**src/rtl/reg_scoreboard.sv**
```systemverilog
// reg_scoreboard: per-register in-flight-write tracker for the 5-stage pipeline.
//
// ID records each issued destination, WB retires it, and load completion clears
// the load-busy state so a forwarding pipeline can stop waiting on that register.
// A source that must wait, or an issue that would overflow its pending counter,
// raises hazard_detected and blocks the issue from being recorded.
//
// Ports:
//   clk, rst                    rising-edge clock, asynchronous active-low reset
//   forward_EN                  1: only load-busy sources stall; 0: any pending write stalls
//   issue_valid/_wb_en/_is_load ID issue request and its writeback / load attributes
//   issue_dest                  destination of the issuing instruction
//   source1_ID, source2_ID      ID source operands (source2 gated by src2_is_valid)
//   retire_valid, retire_dest   WB register write retiring a pending write
//   load_done, load_done_dest   load data returned, now forwardable
//   hazard_detected, issue_fire combinational stall / accepted-issue indications
//   sb_error                    sticky: retire or load_done with nothing pending
//   busy_count                  total pending writes over all registers
module reg_scoreboard #(
   parameter int unsigned REG_LENGTH = 5,
   parameter int unsigned CNT_W      = 2
) (
   input  logic                        clk,
   input  logic                        rst,
   input  logic                        forward_EN,
   input  logic                        issue_valid,
   input  logic                        issue_wb_en,
   input  logic                        issue_is_load,
   input  logic [REG_LENGTH-1:0]       issue_dest,
   input  logic [REG_LENGTH-1:0]       source1_ID,
   input  logic [REG_LENGTH-1:0]       source2_ID,
   input  logic                        src2_is_valid,
   input  logic                        retire_valid,
   input  logic [REG_LENGTH-1:0]       retire_dest,
   input  logic                        load_done,
   input  logic [REG_LENGTH-1:0]       load_done_dest,
   output logic                        hazard_detected,
   output logic                        issue_fire,
   output logic                        sb_error,
   output logic [REG_LENGTH+CNT_W-1:0] busy_count
);

   localparam int unsigned NumRegs = 2 ** REG_LENGTH;
   localparam int unsigned BusyW   = REG_LENGTH + CNT_W;
   localparam logic [CNT_W-1:0] CntMax = '1;
   localparam logic [CNT_W-1:0] CntOne = CNT_W'(1);

   logic [CNT_W-1:0] pend_q  [NumRegs];
   logic [CNT_W-1:0] pend_d  [NumRegs];
   logic [CNT_W-1:0] lbusy_q [NumRegs];
   logic [CNT_W-1:0] lbusy_d [NumRegs];
   logic             sb_error_q, sb_error_d;
   logic [BusyW-1:0] busy_q, busy_d;

   logic src1_wait, src2_wait, struct_stall;
   logic pend_inc, lbusy_inc;
   logic retire_act, retire_dec;
   logic load_act, load_dec;

   // Hazard check looks only at registered state: same-cycle retire/load_done
   // take effect from the next cycle.
   always_comb begin
      src1_wait = 1'b0;
      src2_wait = 1'b0;
      if (source1_ID != '0) begin
         src1_wait = forward_EN ? (lbusy_q[source1_ID] != '0) : (pend_q[source1_ID] != '0);
      end
      if (src2_is_valid && (source2_ID != '0)) begin
         src2_wait = forward_EN ? (lbusy_q[source2_ID] != '0) : (pend_q[source2_ID] != '0);
      end
      // r0 is never tracked, so its counter stays 0 and cannot trip this.
      struct_stall    = issue_wb_en && (pend_q[issue_dest] == CntMax);
      hazard_detected = issue_valid && (src1_wait || src2_wait || struct_stall);
      issue_fire      = issue_valid && !hazard_detected;
   end

   // Event qualification; all tests use pre-edge counter values.
   always_comb begin
      pend_inc   = issue_fire && issue_wb_en && (issue_dest != '0);
      // Load count saturates in case loads retire before their data returns.
      lbusy_inc  = pend_inc && issue_is_load && (lbusy_q[issue_dest] != CntMax);
      retire_act = retire_valid && (retire_dest != '0);
      retire_dec = retire_act && (pend_q[retire_dest] != '0);
      load_act   = load_done && (load_done_dest != '0);
      load_dec   = load_act && (lbusy_q[load_done_dest] != '0);
   end

   // Next-state counters; applying the updates in sequence nets out
   // simultaneous events on the same register.
   always_comb begin
      for (int unsigned r = 0; r < NumRegs; r++) begin
         pend_d[r]  = pend_q[r];
         lbusy_d[r] = lbusy_q[r];
      end
      if (retire_dec) begin
         pend_d[retire_dest] = pend_d[retire_dest] - CntOne;
      end
      if (pend_inc) begin
         pend_d[issue_dest] = pend_d[issue_dest] + CntOne;
      end
      if (load_dec) begin
         lbusy_d[load_done_dest] = lbusy_d[load_done_dest] - CntOne;
      end
      if (lbusy_inc) begin
         lbusy_d[issue_dest] = lbusy_d[issue_dest] + CntOne;
      end
   end

   always_comb begin
      sb_error_d = sb_error_q || (retire_act && !retire_dec) || (load_act && !load_dec);
      busy_d     = busy_q + BusyW'(pend_inc) - BusyW'(retire_dec);
   end

   always_ff @(posedge clk or negedge rst) begin
      if (!rst) begin
         for (int unsigned r = 0; r < NumRegs; r++) begin
            pend_q[r]  <= '0;
            lbusy_q[r] <= '0;
         end
         sb_error_q <= 1'b0;
         busy_q     <= '0;
      end else begin
         for (int unsigned r = 0; r < NumRegs; r++) begin
            pend_q[r]  <= pend_d[r];
            lbusy_q[r] <= lbusy_d[r];
         end
         sb_error_q <= sb_error_d;
         busy_q     <= busy_d;
      end
   end

   assign sb_error   = sb_error_q;
   assign busy_count = busy_q;

endmodule

```
**config.mk**
```make
export PLATFORM = sky130hd
export DESIGN_NAME = reg_scoreboard
export DESIGN_NICKNAME = d
export VERILOG_FILES = /design/src/rtl/reg_scoreboard.sv
export SDC_FILE = /design/constraint.sdc
export NUM_CORES = 1
export LEC_CHECK = 0
export BUFFER_PORTS_ARGS = -buffer_cell sky130_fd_sc_hd__buf_2
export CAP_MARGIN = 0
export CORE_UTILIZATION = 45
export CTS_BUF_LIST = sky130_fd_sc_hd__clkbuf_8
export CTS_CLUSTER_DIAMETER = 200
export DETAILED_ROUTE_END_ITERATION = 8
export REMOVE_ABC_BUFFERS = 1
export SYNTH_ARGS = -nofsm -noshare
export SYNTH_HDL_FRONTEND = slang
export SYNTH_SLANG_ARGS = --single-unit
```
**constraint.sdc**
```tcl
create_clock -name clk -period 7.76 [get_ports clk]
set_input_delay 1.552 -clock clk [delete_from_list [all_inputs] [get_ports clk]]
set_output_delay 1.552 -clock clk [all_outputs]
set_load 0.01 [all_outputs]
```
=== Word-level counts from Yosys, hierarchy flattened ===
Index checks and enable logic that the tools add are counted.

* Equality and inequality tests: 2
* Bitwise logic cells: 5
* Reductions and logical operators: 35
* Muxes and demuxes: 48
* Order comparisons: 8
* Add/subtract/negate cells: 6

{| class="wikitable"
|+ Operators with widths
! cell !! number
|-
| 64-bit bitwise mux || 4
|-
| 64-bit 2-to-1 mux || 4
|-
| 2-bit binary-select mux with 5-bit select || 10
|-
| 2-bit 2-to-1 mux || 23
|-
| 2-bit demux with 5-bit select || 3
|-
| 6-bit greater-or-equal comparator (second input constant) || 5
|-
| 5-bit NOT with 6-bit output || 5
|-
| 5-bit nonzero test || 5
|-
| 6-bit by 1-bit less-than comparator with 1-bit output (second input constant) || 3
|-
| 1-bit logical AND || 17
|-
| 2-bit nonzero test || 6
|-
| 7-bit by 1-bit adder with 7-bit output || 1
|-
| 7-bit by 1-bit subtractor with 7-bit output || 1
|-
| 2-bit by 1-bit adder with 2-bit output (second input constant) || 2
|-
| 1-bit logical OR || 4
|-
| 1-bit 2-to-1 mux || 4
|-
| 2-bit by 1-bit subtractor with 2-bit output (second input constant) || 2
|-
| 1-bit logical NOT || 3
|-
| 2-bit == test (second input constant) || 1
|-
| 2-bit != test (second input constant) || 1
|}

* Word-level logic and storage cells: 170
* Input bits: 34
* Register bits: 136

=== Depth between registers and ports, before layout ===
* Word-level depth: 17
* Gate-level depth with buffers: 22
* Mapped depth without buffers: 19

=== Worst setup path before layout ===
OpenSTA, ideal clock, no wires.

* Path kind: input to register
* Start: in retire_dest[0]
* End: reg pend_q[19] (netlist name)
* Arrival time: 5998 ps
* Setup slack: 1622 ps
* Stages on the path: 20
* Data required time: 7620 ps
* Library setup time: 140 ps
* Cell sequence: clkbuf_1 buf_2 buf_1 mux4_2 a22oi_1 nand3_1 a221oi_1 ha_1 clkbuf_1 nand4bb_1 buf_1 nor2_1 nor2b_1 a2111oi_0 a2111oi_0 nand4_1 a211oi_2 xnor2_1 clkbuf_1 a31oi_1

{| class="wikitable"
|+ RTL lines
! item !! RTL line !! text
|-
| start: declaration || 34 || <nowiki>input logic [REG_LENGTH-1:0] retire_dest,</nowiki>
|-
| end signal: indexed assignment || 124 || <nowiki>pend_q[r] <= pend_d[r];</nowiki>
|-
| end: declaration || 48 || <nowiki>logic [CNT_W-1:0] pend_q [NumRegs];</nowiki>
|}

==> flow_summary.json <==
{
  "cts_post_setup_buffers_inserted": 0,
  "pin_count_of_the_biggest_net_entering_global_routing": 80,
  "power.total_mw": 4.07,
  "cell_internal_power_mw": 2.08,
  "r2r_setup_slack_ns": 2.18,
  "synth_cell_types": 86,
  "drt-wirelength-per-cell_um": 31.7,
  "fin_crit_ns": 6.87,
  "design.core.area_um2": 28000,
  "worst_slew_pin_slew_ns": 1.02,
  "finalCoreUtilization_pct": 49.8,
  "multi_input_comb_area_um2": 8870,
  "swShare_pct": 48.8,
  "detail_placement_hpwl_um": 43600,
  "timing.final.hold_violations": 0,
  "ff2ff_path_depth": 15,
  "clkLatencyLatePin_ns": 0.49,
  "maxClockFrequency_mhz": 146,
  "setup_viol": 0,
  "leakage_nw": 5.87,
  "drt-vias-per-instance": 7.32,
  "timing_worst_setup_path_type": "input pin to flip-flop",
  "min_period_over_period_pct": 88.5,
  "hold-path-cell-count": 0,
  "wirelength_um": 60900,
  "initial_antenna_violation_count": 0,
  "final_layout_size_suffix_gt1_share_pct": 15.6,
  "part_of_the_power_in_registers_pct": 36.5,
  "dpl.cell_count": 1892,
  "place_worst_setup_slack_ns": 0.516,
  "finish.instance_area_um2": 14000,
  "fin_nets": 1577,
  "sort_of_element_at_the_end_of_the_critical_path": "flip-flop",
  "boundaryPins": 44,
  "worst-path-stages": 16,
  "flow.area_growth_from_synthesis_pct": 7.82,
  "antenna_violating_nets_post_route": 0,
  "power_per_cell_area_nw_per_um2": 292,
  "yosys_register_bits": 136,
  "syn_area_um2": 12900,
  "path_cells": "buf_2 > mux2i_1 > o32ai_1 > nor2b_1 > nand2_1 > nor2_1 > ha_1 > nor4b_2 > nand3_1 > nand3b_1 > a211oi_1 > a2111oi_0 > nand4_1 > a211oi_4 > inv_1 > mux2_1",
  "die-height_um": 172,
  "fin_worst_hold_slack_ns": 0.484,
  "start_util_pct": 46.2,
  "clock-root-buffer": "sky130_fd_sc_hd__clkbuf_8",
  "synth_enable_flop_cells": 0,
  "vias": 14063,
  "area.sequential_um2": 3400,
  "number_of_levels_in_the_clock_h_tree": 4,
  "critical_path_peak_fanout": 33,
  "drv_slew": 0,
  "maxCapViolations": 0,
  "synth_cells": 1548,
  "yosysSeqAreaShare_pct": 26.3,
  "clock_power_share_pct": 13.5,
  "maximum_clock_skew_at_final_layout_ns": 0.0153,
  "cts_made_buffers": 17,
  "worstPathArrival_ns": 7.24,
  "cpLargestDelayFamily": "simple AND/OR/NAND/NOR gates",
  "tritoncts": "done",
  "setup_tns_ns": 0,
  "dominantRegCellSynth": "sky130_fd_sc_hd__dfrtp_1",
  "worst_hold_path_type": "flip-flop to flip-flop",
  "first_global_vias": 13563,
  "cts_resized": 0,
  "synth.yosys.warnings": 0,
  "drt_drc_violations_left": 0,
  "outcome": "completed",
  "async_flop_share_pct": 100,
  "share_comb_of_total_power_pct": 50.1,
  "avgSynthCellArea_um2": 8.36,
  "net_load_switching_power_mw": 1.99,
  "place_area_um2": 13600,
  "relSlewSlack_pct": 31.6,
  "crit_path_top_delay_cell": "sky130_fd_sc_hd__a2111oi_0",
  "io_buffer_count": 43,
  "crit_buf_inv": 2,
  "slowest_delay_ns": 0.69,
  "worst_ep_required_time_ns": 8.14,
  "drt_iter0_markers": 2261,
  "gpl.final_weighted_congestion": 1.07,
  "unrepaired_setup_endpoints_after_global_routing": "no",
  "ctsLongestPathBuffers": 2,
  "cts.clk_slew.worst_paths_ns": 0.08,
  "dieWidth_um": 172,
  "rows": 61,
  "sink_count_of_the_clock_tree": 136,
  "dr.pass1.iters": 6,
  "cts_hold_repair.buffers": 0,
  "n_fill_cell": 2748,
  "ir_drop_mv": 0.166,
  "global_route.usage.total_pct": 42.2,
  "first_pass_grt_wire_length_um": 89400,
  "design.die.area_um2": 29500,
  "critPathLaunchType": "input pin",
  "global_route.overflow_total": 0,
  "instances_no_fill": 1922,
  "layout_setup_ws_ns": 0.891
}
==> cell families (layout without fill, tap and decap cells) <==
logic type	count (synthesis)	after routing	synth area share, %
muxes	232	232	23.0
DFF	136	136	26.3
AOI/OAI and AO/OA	434	434	21.4
adders and majority gates	10	10	1.02
xor gates and xnor gates	11	11	0.744
buffers and inverters	173	168	5.40
and+or+nand+nor	552	552	22.1
other	0	1	0
==> per-layer routing <==
layer | wire, µm | global-route usage [%] | vias up
li1 | - | - | 5831
met1 | 22700 | 52.3 | 6787
met2 | 26600 | 64.2 | 1141
met3 | 7350 | 11.8 | 304
met4 | 4340 | 27.6 | 0
met5 | 0 | 0 | -
==> cell usage in the layout (no fill, tap or decap), drive strengths merged, types with 7 or more instances in the layout <==
cell	instances
and3	9
or2	8
o21ai	99
or3b	13
a2111oi	9
ha	9
a211oi	16
xnor2	8
o22ai	11
and3b	8
a31oi	26
inv	32
o32ai	8
nor4	8
nor3	81
o21a	8
a211o	7
o31ai	12
o211ai	30
mux2i	165
nor2	153
buf	112
a21oi	127
clkbuf	20
mux2	16
dfrtp	136
nor2b	10
nand3	71
nor3b	11
nand2	118
nand3b	11
a221oi	7
nand4	9
a22oi	14
o221ai	7
mux4	51
==> synth_stat cells, drive strengths merged, types with 9 or more instances <==
cell type  number  share of area, %
or3b           13              0.88
nand3b         11              0.64
o211ai         30               1.8
a21oi         127               4.9
dfrtp         136                26
o21ai          99               3.8
inv            27              0.78
a2111oi         9              0.61
nor2b          10              0.48
and3            9              0.43
a22oi          14              0.81
mux2i         165                13
mux4           51               8.9
nand2         118               3.4
a211oi         16              0.97
nor2          153               4.5
a31oi          26               1.3
o22ai          11              0.53
nand4           9              0.43
nor3           81               3.2
mux2           16               1.4
o31ai          12              0.73
nand3          71               2.7
clkbuf         89               2.6
nor3b          11              0.72
ha              9              0.87
buf            57               2.0
==> power groups by stage <==
stage	clock network [mW]	registers, mW	logic (mW)
2_1_floorplan	0	1.23	1.28
3_3_place_gp	0	1.46	1.96
3_5_place_dp	0	1.45	1.97
4_1_cts	0.552	1.44	1.98
5_1_grt	0.578	1.49	2.18
6_report	0.548	1.49	2.04
==> flip-flops by register name, indices dropped and copies added (netlist names) <==
signal / cells
lbusy_q: 64
sb_error: 1
busy_count: 7
pend_q: 64
==> final timing paths <==
check                         endpoint            from
setup / recovery            pend_q[48]  retire_dest[1]
hold / removal             lbusy_q[62]     lbusy_q[62]
setup reg to reg            pend_q[48]      pend_q[14]
hold reg to reg            lbusy_q[62]     lbusy_q[62]
max in group asynchronous  lbusy_q[19]             rst
min in group asynchronous  lbusy_q[39]             rst
==> final cells by class <==
| cell class | instances | area share, % |
|---|---|---|
| Sequential cell | 136 | 24.4 |
| Inverter | 27 | 0.726 |
| Timing Repair Buffer | 112 | 5.49 |
| Clock buffer | 20 | 1.97 |
| Tap cell | 378 | 3.39 |
| Antenna cell | 1 | 0.0179 |
| Clock inverter | 9 | 0.457 |
| Multi-Input combinational cell | 1239 | 63.6 |
(Power assumes the default switching activity.)
